**config.mk**
```make
export PLATFORM = sky130hd
export DESIGN_NAME = booth_radix4_mult
export DESIGN_NICKNAME = d
export VERILOG_FILES = /design/src/rtl/booth_radix4_mult.sv
export SDC_FILE = /design/constraint.sdc
export NUM_CORES = 1
export LEC_CHECK = 0
export ABC_AREA = 1
export CAP_MARGIN = 25
export CORE_MARGIN = 2
export CORE_UTILIZATION = 40
export CTS_CLUSTER_SIZE = 14
export DETAILED_ROUTE_END_ITERATION = 10
export PLACE_DENSITY = 0.6
export SYNTH_ARGS = -nofsm -noshare
export SYNTH_HDL_FRONTEND = slang
export SYNTH_SLANG_ARGS = --single-unit
export TNS_END_PERCENT = 30
```
**constraint.sdc**
```tcl
create_clock -name clk -period 4.7 [get_ports clk]
set_clock_uncertainty 0.1 [all_clocks]
set_input_delay 0.94 -clock clk [delete_from_list [all_inputs] [get_ports clk]]
set_output_delay 0.94 -clock clk [all_outputs]
set_load 0.005 [all_outputs]
```
**src/rtl/booth_radix4_mult.sv**
```systemverilog
// Sequential signed multiplier using radix-4 (modified Booth) recoding.
// Retires two multiplier bits per cycle behind a start/busy/done handshake with abort.
module booth_radix4_mult #(
    parameter int WIDTH = 8,
    parameter int CNT_W = $clog2(WIDTH/2+1)
) (
    input  logic                 clk,
    input  logic                 rst_n,
    input  logic                 start,
    input  logic                 abort,
    input  logic [WIDTH-1:0]     a,
    input  logic [WIDTH-1:0]     b,
    output logic                 busy,
    output logic                 done,
    output logic [2*WIDTH-1:0]   product
);
    localparam int AW = WIDTH + 2;

    generate
        if ((WIDTH % 2) != 0 || WIDTH < 4) begin : g_bad_width
            $fatal(1, "booth_radix4_mult: WIDTH must be even and >= 4");
        end
    endgenerate

    typedef enum logic [1:0] {
        S_IDLE = 2'b00,
        S_RUN  = 2'b01,
        S_DONE = 2'b10
    } state_t;

    state_t               r_state;
    logic [AW-1:0]        r_m;
    logic [AW-1:0]        r_a;
    logic [WIDTH-1:0]     r_q;
    logic                 r_qm1;
    logic [CNT_W-1:0]     r_cnt;
    logic [2*WIDTH-1:0]   r_product;

    logic [AW-1:0]        w_m2;
    logic [AW-1:0]        w_m_neg;
    logic [AW-1:0]        w_m2_neg;
    logic [AW-1:0]        w_addend;
    logic [AW-1:0]        w_sum;
    logic [AW+WIDTH:0]    w_shifted;
    logic [AW-1:0]        w_a_new;
    logic [WIDTH-1:0]     w_q_new;
    logic                 w_qm1_new;

    assign w_m2     = {r_m[AW-2:0], 1'b0};
    assign w_m_neg  = (~r_m) + AW'(1);
    assign w_m2_neg = (~w_m2) + AW'(1);

    // Booth digit from the overlapping triplet {Q[1],Q[0],q_m1}
    always_comb begin
        w_addend = '0;
        case ({r_q[1:0], r_qm1})
            3'b001, 3'b010: w_addend = r_m;
            3'b011:         w_addend = w_m2;
            3'b100:         w_addend = w_m2_neg;
            3'b101, 3'b110: w_addend = w_m_neg;
            default:        w_addend = '0;
        endcase
    end

    assign w_sum     = r_a + w_addend;
    assign w_shifted = {{2{w_sum[AW-1]}}, w_sum, r_q, r_qm1} >> 2;
    assign w_a_new   = w_shifted[AW+WIDTH:WIDTH+1];
    assign w_q_new   = w_shifted[WIDTH:1];
    assign w_qm1_new = w_shifted[0];

    always_ff @(posedge clk or negedge rst_n) begin
        if (!rst_n) begin
            r_state   <= S_IDLE;
            r_m       <= '0;
            r_a       <= '0;
            r_q       <= '0;
            r_qm1     <= 1'b0;
            r_cnt     <= '0;
            r_product <= '0;
        end else begin
            case (r_state)
                S_IDLE: begin
                    if (start) begin
                        r_m     <= {{2{a[WIDTH-1]}}, a};
                        r_a     <= '0;
                        r_q     <= b;
                        r_qm1   <= 1'b0;
                        r_cnt   <= CNT_W'(WIDTH/2);
                        r_state <= S_RUN;
                    end
                end
                S_RUN: begin
                    // abort wins even over the final iteration
                    if (abort) begin
                        r_state <= S_IDLE;
                    end else begin
                        r_a   <= w_a_new;
                        r_q   <= w_q_new;
                        r_qm1 <= w_qm1_new;
                        r_cnt <= r_cnt - CNT_W'(1);
                        if (r_cnt == CNT_W'(1)) begin
                            r_product <= {w_a_new[WIDTH-1:0], w_q_new};
                            r_state   <= S_DONE;
                        end
                    end
                end
                S_DONE:  r_state <= S_IDLE;
                default: r_state <= S_IDLE;
            endcase
        end
    end

    assign busy    = (r_state == S_RUN) || (r_state == S_DONE);
    assign done    = (r_state == S_DONE);
    assign product = r_product;

endmodule

```
Word-level counts from Yosys, hierarchy flattened. Index checks and enable logic that the tools add are counted.

Register bits after elaboration: 48.

Bitwise logic cells: 3. Reductions and logical operators: 9. Add/subtract/negate cells: 4. Multiplexer cells: 17. Eq/ne operators: 12.

Operators with widths (count): $pmux W10 S4 (1); $add A10 B1 Y10 const B (2); $mux W10 (2); $not A10 Y10 (2); $pmux W10 S2 (1); $mux W8 (2); $pmux W8 S2 (1); $add A10 B10 Y10 (1); $eq A3 B3 Y1 const B (3); $eq A3 B1 Y1 const B (2); $eq A3 B2 Y1 const B (2); $mux W2 (3); $mux W3 (2); $pmux W3 S2 (1); $reduce_and A3 Y1 (2); $ne A2 B2 Y1 const B (2); $pmux W2 S2 (1); $reduce_and A2 Y1 (2); $reduce_or A2 Y1 (2); $ne A3 B3 Y1 const B (1); $sub A3 B1 Y3 const B (1); $eq A2 B1 Y1 const B (1); $eq A2 B2 Y1 const B (1); $logic_not A2 Y1 (1); other kinds (5) (6).

Longest topological paths before layout.
Depth after elaboration: 6. Gate-level depth with buffers: 22. Depth with buffers taken out: 22.

Worst setup path before layout. OpenSTA, ideal clock, no wires.

Path kind: reg-to-reg. From: register r_m[0]. To: register r_product[11], in the netlist product[11]. Period minus slack after synthesis: 2.410 ns. Stages on the path, launching flop included: 20. Arrival: 2.193 ns. Setup time: 0.117 ns. Path slack: 2.290 ns. Cells stage by stage: dfrtp_1 > inv_1 > ha_1 > inv_1 > nor2_2 > nand2_1 > nand2_1 > o22ai_1 > a21oi_1 > o21ai_0 > ha_1 > nand2_1 > inv_1 > nand2_1 > nand2_1 > a21oi_1 > inv_1 > or2_1 > nand3_1 > nand2_1.

Cells in the longest elaborated chain, start to end: 4.

RTL lines: from (decl) (RTL line 32) `logic [AW-1:0] r_m;`; from (signal assigned) (RTL line 84) `r_m <= {{2{a[WIDTH-1]}}, a};`; $not A10 Y10, on equally long branches (RTL line 50, 51); $add A10 B1 Y10, on equally long branches (RTL line 50, 51); $pmux W10 S4 (*) (RTL line 56) `case ({r_q[1:0], r_qm1})`; $add A10 B10 Y10 (*) (RTL line 65) `assign w_sum = r_a + w_addend;`; to (signal assigned) (RTL line 102) `r_product <= {w_a_new[WIDTH-1:0], w_q_new};`; to (decl) (RTL line 37) `logic [2*WIDTH-1:0] r_product;`.

Mark *: on every way between the ends. The rest lies on a longest branch, timed or not. A chain may end at the register's enable or synchronous reset.

Worst setup path in the final report.
From: register r_m[1]. To: register r_a[3].

Cells in the longest elaborated chain, start to end: 6.

RTL lines: $not A10 Y10, on equally long branches (RTL line 50, 51); $add A10 B1 Y10, on equally long branches (RTL line 50, 51); $pmux W10 S4 (*) (RTL line 56); $add A10 B10 Y10 (*) (RTL line 65); $mux W10 (*) (RTL line 94) `if (abort) begin`; $pmux W10 S2 (*) (RTL line 81) `case (r_state)`; to (signal assigned) (RTL line 97) `r_a <= w_a_new;`; to (decl) (RTL line 33) `logic [AW-1:0] r_a;`.

Mark *: on every way between the ends. The rest lies on a longest branch, timed or not. The select of a mux whose other input is x is not followed.

==> results.cfg <==
[run_status]
outcome = completed

[grt]
antenna_found_initial = 0
grt_pass1_wl_um = 10740
grt-ovfl-total = 0
grt_use_total_pct = 18.28
grt_pass1_vias = 2360
grt_start_max_net_pins = 38

[synth]
syn_area_mm2 = 0.002745
synth_compound_area_share_pct = 15.54
yosysSeqAreaShare_pct = 41.93
synth-simple-area-share_pct = 23.34
synth_top_family_by_area = simple AND/OR/NAND/NOR gates
synth_edf_count = 0
ys.flop_type = dfrtp_1
syn_nets = 383
yosys_register_bits = 46
synth_fa_ha_area_share_pct = 7.566
synthMuxAreaShare_pct = 0.4102
synth-async-reset-ratio_pct = 100.0
synth_xor_area_share_pct = 1.914
syn_inst = 347
ys_types = 34
synth_area_per_cell_um2 = 7.911
ys_warn_count = 0

[clock_tree]
clock-sinks = 46
holdBufCountCts = 0
clk_pin_slew_worst_paths_ps = 100
cts_buffers = 5
clk_path_buf_depth = 2
htree_num_levels = 2
ctsResizeCount = 0
cts_root_buffer = clkbuf_8
postCtsSetupBuffers = 0
cts_tree = done
clock_latency_ps = 310

[sta]
relSlewSlack_pct = 61.44
slew_violations = 0
rsz0062_at_grt = no
period_share_pct = 59.39
tightestPinTransition_ps = 577.0
period_needed_ps = 2791
setup-violations-final = 0
setup_tns_ps = 0
hold_ws_ps = 375.1
hold_viol = 0
fmax_mhz = 358.3

[place]
placedCellCount = 460
numPortBuffers = 37
placed_area_mm2 = 0.003188
globalplace.congestion = 0.8683
dpl.hpwl_um = 4785

[route]
viasPerCell = 4.953
route.detailed.drc = 0
wire_per_inst_um = 13.41
vias = 2318
totalWireLength_um = 6274
dr.pass1.iters = 5
ant_nets = 0
drtIter0Drc = 110

[floorplan]
core_area_mm2 = 0.006719
dieHeight_um = 86.84
start_util_pct = 40.86
row_count = 30
fp.dieArea_mm2 = 0.007541
fp.dieW_um = 86.84
io_pins = 38

[worst_setup_path]
worst_setup_path_start_kind = flip-flop
cp-end-kind = flip-flop
cpMostUsedCell = nand2_1
crit_arrival_ps = 2900
slowest_stage = dfrtp_1
cpPeakStageDelay_ps = 400
worstPathMaxFanout = 4
cp.required_ps = 4800
crit_chain = inv_1 -> ha_1 -> inv_1 -> nor2_2 -> nand2_1 -> nand2_1 -> o22ai_1 -> a21oi_1 -> o21ai_0 -> ha_1 -> nand2_1 -> inv_1 -> nand2_1 -> nand2_1 -> a21oi_1 -> inv_1 -> or2_1 -> nand3_1 -> nand2_1
path_class = flip-flop to flip-flop

[cells_and_area]
drive_gt1_share_pct = 8.505
syn2layout_area_growth_pct = 20.37
fin_util_pct = 49.18
most-common-layout-cells = nand2_1, inv_1, dfrtp_1
final_common_cell = nand2_1
instances_no_fill = 468
stdcell_area_mm2 = 0.003304
nNetsFinal = 423
antennaDiodeCount = 0

[hold_path]
min_path_type = primary input to async pin

[power_and_ir_drop]
p_int_uw = 1265
switchingPower_uw = 1051
power.density_mw_per_mm2 = 700.9
leakagePower_uw = 0.001665
seqPwrFrac_pct = 29.8
pwr-share-clk_pct = 13.5
swShare_pct = 45.39
ir_worst_vdd_mv = 0.2955
p_comb_share_pct = 56.6

[flow_run]
drv_cap = 0
flip-flops by register name (all words and copies together), names as in the netlist:
name,count
product,16
r_a,8
r_cnt,3
r_m,8
r_q,8
r_qm1,1
r_state,2
layer usage:
| metal | track usage (%) | vias up | share of wire, % |
|---|---|---|---|
| met4 | 5.256 | 0 | 0.94 |
| met3 | 4.000 | 6 | 4.0 |
| li1 | - | 1205 | - |
| met1 | 24.71 | 1065 | 51 |
| met2 | 29.42 | 42 | 44 |
| met5 | 0 | - | 0 |
stage by stage:
step           power (uW)  worst slack (ps)
2_1_floorplan        1595              2290
3_3_place_gp         1992              1757
3_5_place_dp         2005              1687
4_1_cts              2331              1913
5_1_grt              2555              1515
6_report             2316              1909
cell usage after synthesis (4+ instances only):
cell type	number	share of area (%)
ha_1	15	6.8
a21oi_1	18	3.3
dfrtp_1	46	42
o21ai_2	5	1.6
nand3_1	22	4.0
inv_2	4	0.55
xor2_1	5	1.6
inv_1	51	7.0
a22oi_1	8	2.2
nand2_1	89	12
nor2_2	7	1.6
o22ai_1	4	0.91
o21ai_1	19	3.5
o21ai_0	6	1.1
nor2_1	20	2.7
logic make-up (layout without fill, tap and decap cells):
family | count (synthesis) | in the layout
AO/OA/AOI/OAI | 70 | 70
multiplexers | 1 | 1
buffers and inverters | 61 | 102
flip-flops | 46 | 46
AND/OR/NAND/NOR | 147 | 147
XOR/XNOR | 6 | 6
adder cells (fa/ha/maj) | 16 | 16
critical path, delay by kind of cell (launching register included):
| kind | cells | cell delay, ps |
|---|---|---|
| AO/OA/AOI/OAI | 4 | 440 |
| adder cells (fa/ha/maj) | 2 | 540 |
| buffers and inverters | 4 | 290 |
| flip-flops | 1 | 400 |
| AND/OR/NAND/NOR | 9 | 910 |
final cells by class:
class	instances	area [um^2]
Inverter	56	212.7
Timing Repair Buffer	38	385.4
Fill cell	678	3415
Clock buffer	5	68.82
Clock inverter	3	47.55
Sequential cell	46	1151
Tap cell	80	100.1
Multi-Input combinational cell	240	1339
power by group through the flow:
stage	combinational (uW)	sequential (uW)	clock [uW]
2_1_floorplan	917	678	0
3_3_place_gp	1300	696	0
3_5_place_dp	1310	694	0
4_1_cts	1320	690	322
5_1_grt	1500	710	341
6_report	1310	691	314
path summary, 6_finish.rpt:
| path | startpoint | to | slack [ps] | cells after the start |
|---|---|---|---|---|
| worst max-delay path | r_m[1] | r_a[3] | 1910 | 19 |
| worst min-delay path | rst_n | product[0] | 380 | 1 |
| worst max register to register | r_m[1] | r_a[3] | 1910 | 19 |
| worst min register to register | product[7] | product[7] | 380 | 2 |
| max in group asynchronous | rst_n | product[12] | 3650 | 2 |
| min in group clk | product[7] | product[7] | 380 | 2 |
Power figures use the tool's default switching activity.
